--- src/rtl/instr_fetch.sv ---
// Instruction fetch stage: program counter, combinational instruction-memory port
// and a single registered fetch bundle handed to decode with a valid/ready handshake.
module instr_fetch #(
  parameter logic [31:0] RESET_PC   = 32'h0000_0000,
  parameter int          IMEM_DEPTH = 64,
  parameter logic [31:0] NOP_INSTR  = 32'h0000_0013
) (
  input  logic        clk,
  input  logic        rst_n,
  output logic [31:0] imem_addr,
  input  logic [31:0] imem_data,
  input  logic        redirect_valid,
  input  logic [31:0] redirect_pc,
  input  logic        halt_req,
  input  logic        id_ready,
  output logic        id_valid,
  output logic [31:0] id_instr,
  output logic [31:0] id_pc,
  output logic        fetch_err,
  output logic        halted
);

  typedef enum logic [1:0] {BOOT, RUN, HALT} state_t;

  localparam logic [31:0] DEPTH_WORDS = IMEM_DEPTH;

  state_t      state;
  logic [31:0] pc;
  logic        slot_free;
  logic        transfer;
  logic        out_of_range;

  assign imem_addr    = {2'b00, pc[31:2]};
  assign transfer     = id_valid && id_ready;
  assign slot_free    = !id_valid || id_ready;
  assign out_of_range = imem_addr >= DEPTH_WORDS;

  // NOTE: all state below uses non-blocking assignments so every register
  // samples the pre-edge values of its peers, independent of statement order.
  always_ff @(posedge clk or negedge rst_n) begin
    if (!rst_n) begin
      state     <= BOOT;
      pc        <= RESET_PC;
      id_valid  <= 1'b0;
      id_instr  <= '0;
      id_pc     <= '0;
      fetch_err <= 1'b0;
      halted    <= 1'b0;
    end else begin
      fetch_err <= 1'b0;
      unique case (state)
        BOOT: begin
          state  <= RUN;
          halted <= 1'b0;
        end
        RUN, HALT: begin
          if (redirect_valid) begin
            // Redirect flushes the held bundle even if decode is stalled.
            state     <= RUN;
            pc        <= {redirect_pc[31:2], 2'b00};
            id_valid  <= 1'b0;
            fetch_err <= |redirect_pc[1:0];
            halted    <= 1'b0;
          end else if (state == HALT || halt_req) begin
            if (transfer) id_valid <= 1'b0;
            if (halt_req) begin
              state  <= HALT;
              halted <= !(id_valid && !id_ready);
            end else begin
              state  <= RUN;
              halted <= 1'b0;
            end
          end else if (slot_free) begin
            id_valid  <= 1'b1;
            id_pc     <= pc;
            id_instr  <= out_of_range ? NOP_INSTR : imem_data;
            fetch_err <= out_of_range;
            pc        <= pc + 32'd4;
          end
        end
        default: state <= BOOT;
      endcase
    end
  end

endmodule

--- config.mk ---
export PLATFORM = sky130hd
export DESIGN_NAME = instr_fetch
export DESIGN_NICKNAME = d
export VERILOG_FILES = /design/src/rtl/instr_fetch.sv
export SDC_FILE = /design/constraint.sdc
export NUM_CORES = 1
export LEC_CHECK = 0
export CAP_MARGIN = 10
export CORE_UTILIZATION = 30
export DETAILED_ROUTE_END_ITERATION = 7
export SETUP_SLACK_MARGIN = 0.15
export SKIP_CTS_REPAIR_TIMING = 1
export SLEW_MARGIN = 20
export SYNTH_ARGS = -nofsm -noshare
export SYNTH_HDL_FRONTEND = slang
export SYNTH_SLANG_ARGS = --single-unit
export TNS_END_PERCENT = 20
--- constraint.sdc ---
create_clock -name clk -period 2.2 [get_ports clk]
set_input_delay 0.22 -clock clk [delete_from_list [all_inputs] [get_ports clk]]
set_output_delay 0.22 -clock clk [all_outputs]
set_load 0.02 [all_outputs]
==> results of run 1 <==
## through the flow
stage	hold slack, ns	cells	util, %
after floorplan	-0.0756	562	-
after global placement	0.256	934	43.4
after detailed placement	0.270	934	43.4
after CTS	-0.119	950	45.3
after global routing	0.416	960	46.7
final	0.402	960	46.7
## power groups by stage
stage                     clock network, uW  registers (uW)  logic (uW)
final                                  1680            3020        4340
after CTS                              1720            3030        4210
after global routing                   1790            3100        4690
after global placement                    0            3030        4130
after detailed placement                  0            3050        4190
after floorplan                           0            3550        1550
## routing by layer
metal | GRT usage (%) | wire, um | share of wire (%) | up-vias
met1 | 24.3 | 7250 | 44 | 2340
met4 | 5.81 | 199 | 1.2 | 0
li1 | - | - | - | 2284
met3 | 4.72 | 1210 | 7.3 | 13
met2 | 32.6 | 7900 | 48 | 195
met5 | 0 | 0 | 0 | -
## area by class of cell
type / instances / area [um^2]
multi-input combinational: 410 / 2290
fill: 1557 / 8500
clock buffer: 10 / 239
clock inverter: 6 / 75.1
timing repair buffer: 209 / 2090
sequential: 97 / 2430
tap: 216 / 270
inverter: 12 / 45.0
## logic make-up after synthesis
logic type / synth area share, %
flops: 49.4
buf+inv: 5.98
mux: 0.611
simple gates: 30.1
fa+ha+maj: 1.27
other cells: 0.0763
compound gates: 12.6
## worst max-delay path, stage by stage (launching register included)
cell	delay [ns]
dfrtp_2	0.42
inv_2	0.07
ha_4	0.11
or4b_4	0.47
nor4b_4	0.37
nor4_4	0.15
clkbuf_16	0.20
nand3_1	0.08
nand2_1	0.06
## path summary, 6_finish.rpt
check                        startpoint            to  slack, ns  cells past startpoint
max                               pc[3]  id_instr[21]       0.16                      8
min                               rst_n   id_instr[2]       0.40                      2
max reg2reg                       pc[3]  id_instr[21]       0.16                      8
min reg2reg                id_instr[26]  id_instr[26]       0.47                      2
max in group asynchronous         rst_n        pc[27]       1.12                      3
min in group clk           imem_data[7]   id_instr[7]       0.41                      3
## sequential cells by signal, indices dropped and copies added, names as in the netlist
name / count
fetch_err: 1
id_pc: 30
pc: 30
id_instr: 32
state: 2
halted: 1
id_valid: 1
## synth_stat cells, types with 2 or more instances
| cell type | n |
|---|---|
| and2_1 | 2 |
| and3_1 | 6 |
| and4_1 | 2 |
| nor2_1 | 27 |
| a31oi_1 | 2 |
| a211oi_1 | 3 |
| nand3_2 | 9 |
| a2bb2oi_1 | 3 |
| o211ai_1 | 2 |
| a32oi_1 | 5 |
| buf_1 | 3 |
| nand2_1 | 158 |
| ha_1 | 5 |
| buf_2 | 13 |
| nor3b_1 | 2 |
| nand2b_1 | 4 |
| buf_6 | 6 |
| and2b_1 | 2 |
| a21oi_1 | 29 |
| nand4_1 | 10 |
| nor3_1 | 6 |
| nor2b_1 | 6 |
| o21ai_1 | 2 |
| inv_1 | 12 |
| o21a_1 | 3 |
| nand3_1 | 44 |
| or4_1 | 4 |
| mux2i_1 | 3 |
| o22ai_1 | 8 |
| dfrtp_1 | 97 |
| a21oi_2 | 3 |
| o21ai_0 | 25 |
| nor4_4 | 2 |
| o22a_1 | 4 |
| clkbuf_1 | 14 |
| a41o_1 | 3 |
| nor4_1 | 6 |
| buf_4 | 7 |
==> flow_summary.yaml, run 1 <==
worst_setup_path:
  worstPathArrival_ns: 2.29
  cp_max_fo: 8
  path_class: "flop to flop"
  worst_ep_required_time_ns: 2.45
  crit_path_end_kind: "flop"
  cp-start-kind: "flop"
logic_synthesis:
  yosys_warnings: 0
  ys_dominant_reg_cell: "dfrtp_1"
  ys_top_cells_by_area: "dfrtp_1, nand2_1, nand3_1"
  avgSynthCellArea_um2: 8.79
  syn_inst: 559
  synth_top_area_share_pct: 49.4
  synth-edff-count: 0
  synth-async-reset-ratio_pct: 100
  netlist_area_um2: 4910
  ys_types: 55
  synth-seq-cells: 97
  ys_seq_area_share_pct: 49.4
  netlist.top_cell.by_area: "dfrtp_1"
pwr:
  leakage_uw: 0.00324
  p_int_uw: 5280
  clock_power_share_pct: 18.6
  p_seq_share_pct: 33.4
  total_power_uw: 9040
  peakVddDrop_mv: 0.601
  switchingPower_uw: 3760
  swShare_pct: 41.6
  pwr-share-comb_pct: 48.1
  powerDensity_nw_per_um2: 1210
worst_hold_path:
  hold_path_class: "input pin to asynchronous set/reset pin"
global_route:
  grt_max_degree: 51
  grt_pass1_wl_mm: 24.7
  grt_use_total_pct: 19.3
  grt_overflow: 0
  grt_pass1_vias: 4744
  grt_antenna_before_repair: 0
die:
  rows: 46
  die_y_um: 130
  fp.dieW_um: 130
  core_um2: 15900
  die_area_um2: 16900
  start_util_pct: 30.8
  pin_count: 168
placement:
  dp.final_hpwl_mm: 11.6
  gp_congestion: 0.805
  portBuffers: 163
  dpl-instance-area_um2: 6910
  place_ws_ns: -0.0223
timing:
  finalSetupViolations: 0
  fin_crit_ns: 2.04
  max_slew_margin_pct: 58.3
  setup_tns_ns: 0
  hold_viol: 0
  layout_setup_ws_ns: 0.164
  maxSlewViolCount: 0
  rsz0062_at_grt: "true"
  finalCritPeriodShare_pct: 92.5
  worstMarginPinSlew_ns: 0.620
  finalClockSkew_ns: 0.0111
  fmaxAchievable_ghz: 0.491
cells_and_area:
  layout_commonest_cell: "clkdlybuf4s50_1"
  antenna_cells: 0
  nets: 813
  layout_common_cells: "clkdlybuf4s50_1, nand2_1, dfrtp_1"
  design_area_um2: 7440
  layout-drive-gt1-share_pct: 14.0
  area_growth_pct: 51.4
status:
  status: "complete, no violations"
clock_tree:
  clkLatencyLatePin_ns: 0.36
  cts_tree: "yes"
  htreeDepth: 3
  numCtsBuffers: 9
  clockBufferDepth: 2
  clk_pin_slew_worst_paths_ns: 0.07
  clock_sinks: 97
  cts-root-buf: "clkbuf_16"
routing:
  drtAntennaViolNets: 0
  drc: 0
  drt-pass1-iter-count: 4
  wl_mm: 16.6
  vias_per_cell: 5.03
  via_count: 4832
  wl_per_cell_um: 17.2
  drt_iter0_markers: 273
job:
  cap_violations: 0
No activity file was read; power rests on OpenSTA's default activity.
==> inputs of run 2 (changes only) <==
clock period = 1.8 ns   (was 2.2 ns; I/O delays follow)
==> run 2 against run 1 <==
  * The run now ends with negative setup slack left
  * Maximum frequency grew 6.3%
  * Via count grew 7.1%
  * Final cell count grew 7.1%
  * Core utilization grew 5.2 points
  * Power grew 38%
  * Sequential power grew 16%
  * Worst hold slack lost 0.083 ns
  * Setup slack lost 0.28 ns
  * Cell area grew 11%
  * Combinational power grew 61%
  * Critical path depth is the same
  * Sequential share of layout area shrank 3.2 points
  * Critical endpoint is now pc[30]
  * Highest routed layer unchanged
==> flow_summary.yaml, run 2 (synthesis results as in run 1) <==
cells_and_area:
  layout-drive-gt1-share_pct: 25.7
  antenna_cells: 0
  largest_reg_flops: 32
  utilization_pct: 51.9
  nets: 881
  regMostFlops: "id_instr"
  layout_common_cells: "clkdlybuf4s50_1, nand2_1, dfrtp_1"
  area_growth_pct: 68.3
  top_regs: "id_instr x32, id_pc x30, pc x30"
  layout_commonest_cell: "clkdlybuf4s50_1"
job:
  cap_violations: 0
placement:
  portBuffers: 163
  gp_congestion: 0.853
  dp.final_hpwl_mm: 12.1
timing:
  layout_setup_ws_ns: -0.115
  maxSlewViolCount: 0
  finalSetupViolations: 48
  finalCritPeriodShare_pct: 106
  rsz0062_at_grt: "true"
  fin_crit_ns: 1.92
  hold_viol: 0
  fmaxAchievable_ghz: 0.522
  finalClockSkew_ns: 0.0144
routing:
  drtAntennaViolNets: 0
  drt-pass1-iter-count: 5
  wl_per_cell_um: 16.9
  vias_per_cell: 5.04
  via_count: 5177
  drc: 0
  drt_iter0_markers: 279
  wl_mm: 17.4
global_route:
  grt_max_degree: 45
  grt_pass1_vias: 4807
  grt_overflow: 0
  grt_pass1_wl_mm: 25.1
  grt_antenna_before_repair: 0
  grt_use_total_pct: 19.5
worst_setup_path:
  cp-start-kind: "flop"
  worst_ep_required_time_ns: 2.09
  crit_path_end_kind: "flop"
  crit_path_end: "pc[30]"
  slowest_delay_ns: 0.51
  cp_cell_sequence: "inv_2 > ha_4 > or2_4 > nor2_4 > buf_6 > nand3_4 > or4_1 > nand3_1"
  cp_max_fo: 5
  worstPathArrival_ns: 2.21
  r2r_slack_ns: -0.12
  path_class: "flop to flop"
  rr_worst_depth: 8
  reg2reg_to: "pc[30]"
  setup.worst_path.start: "state[0]"
  cpMaxStageDelayCell: "or4_1"
  r2r_start: "state[0]"
pwr:
  p_int_uw: 7390
  switchingPower_uw: 5120
  leakage_uw: 0.00369
  clock_power_share_pct: 16.1
  peakVddDrop_mv: 0.907
  total_power_uw: 12500
  swShare_pct: 40.9
  p_seq_share_pct: 27.9
  pwr-share-comb_pct: 56.0
  powerDensity_nw_per_um2: 1510
die:
  rows: 46
  core_um2: 15900
  pin_count: 168
  start_util_pct: 30.8
  die_area_um2: 16900
  fp.dieW_um: 130
  die_y_um: 130
status:
  violations: "negative setup slack"
  status: "finished, violations left"
clock_tree:
  clockBufferDepth: 2
  clk_pin_slew_worst_paths_ns: 0.08
  numCtsBuffers: 9
  cts-root-buf: "clkbuf_16"
  htreeDepth: 3
  clkLatencyLatePin_ns: 0.36
  cts_tree: "yes"
  clock_sinks: 97
worst_hold_path:
  hold_path_class: "input pin to asynchronous set/reset pin"
[run 2: changes by cell type in the layout (fill, tap and decap cells not counted), moves of 4 or more]
cell / delta
buf_4: +45
buf_6: +19
o21ai_0: -9
o21ai_1: +8
a21oi_1: -6
a21oi_2: +6
dfrtp_1: -5
dfrtp_2: +5
nand2_1: -5
nand2_2: +4
nor2_1: -4
[run 2: layout make-up]
class | count | area, um^2
timing repair buffer | 277 | 2710
tap | 216 | 270
clock inverter | 6 | 73.8
multi-input combinational | 410 | 2500
clock buffer | 10 | 229
sequential | 97 | 2440
inverter | 12 | 45.0
fill | 1452 | 7670
[run 2: power by group through the flow]
stage | clock (uW) | combinational (uW) | sequential (uW)
after CTS | 2070 | 6020 | 3450
after global placement | 0 | 5920 | 3460
after floorplan | 0 | 1900 | 4350
final | 2010 | 7000 | 3490
after detailed placement | 0 | 5990 | 3490
after global routing | 2140 | 7470 | 3590
[run 2: metrics by stage]
step / setup slack [ns] / area, um^2 / hold slack [ns] / TNS [ns] / instances
CTS: -0.247 / 7640 / -0.218 / -8.53 / 1003
global placement: -0.187 / 7340 / 0.163 / -5.36 / 987
floorplan: -0.0577 / 4960 / -0.116 / -1.41 / 562
global route: -0.180 / 8270 / 0.364 / -6.88 / 1028
finish: -0.115 / 8270 / 0.319 / -3.38 / 1028
detailed placement: -0.271 / 7340 / 0.169 / -7.97 / 987
[run 2: routing by layer]
metal | global-route usage, % | vias up | routed length (um)
li1 | - | 2430 | -
met1 | 25.0 | 2481 | 7510
met2 | 31.3 | 233 | 8070
met3 | 4.51 | 33 | 1390
met4 | 8.55 | 0 | 434
met5 | 0 | - | 0
[run 2: how the worst min path moves through the flow]
stage                        end  cells past startpoint          start
floorplan              fetch_err                      0          rst_n
global placement     id_instr[3]                      1          rst_n
detailed placement   id_instr[3]                      1          rst_n
CTS                    id_pc[22]                      1          rst_n
global route        id_instr[31]                      3  imem_data[31]
finish                 id_pc[22]                      2          rst_n
[run 2: worst max-delay path: cells and delay by family, from the launching register on]
| family | cells | cell delay (ns) |
|---|---|---|
| adders and majority gates | 1 | 0.16 |
| buffers and inverters | 2 | 0.20 |
| DFF | 1 | 0.38 |
| and+or+nand+nor | 5 | 1.12 |
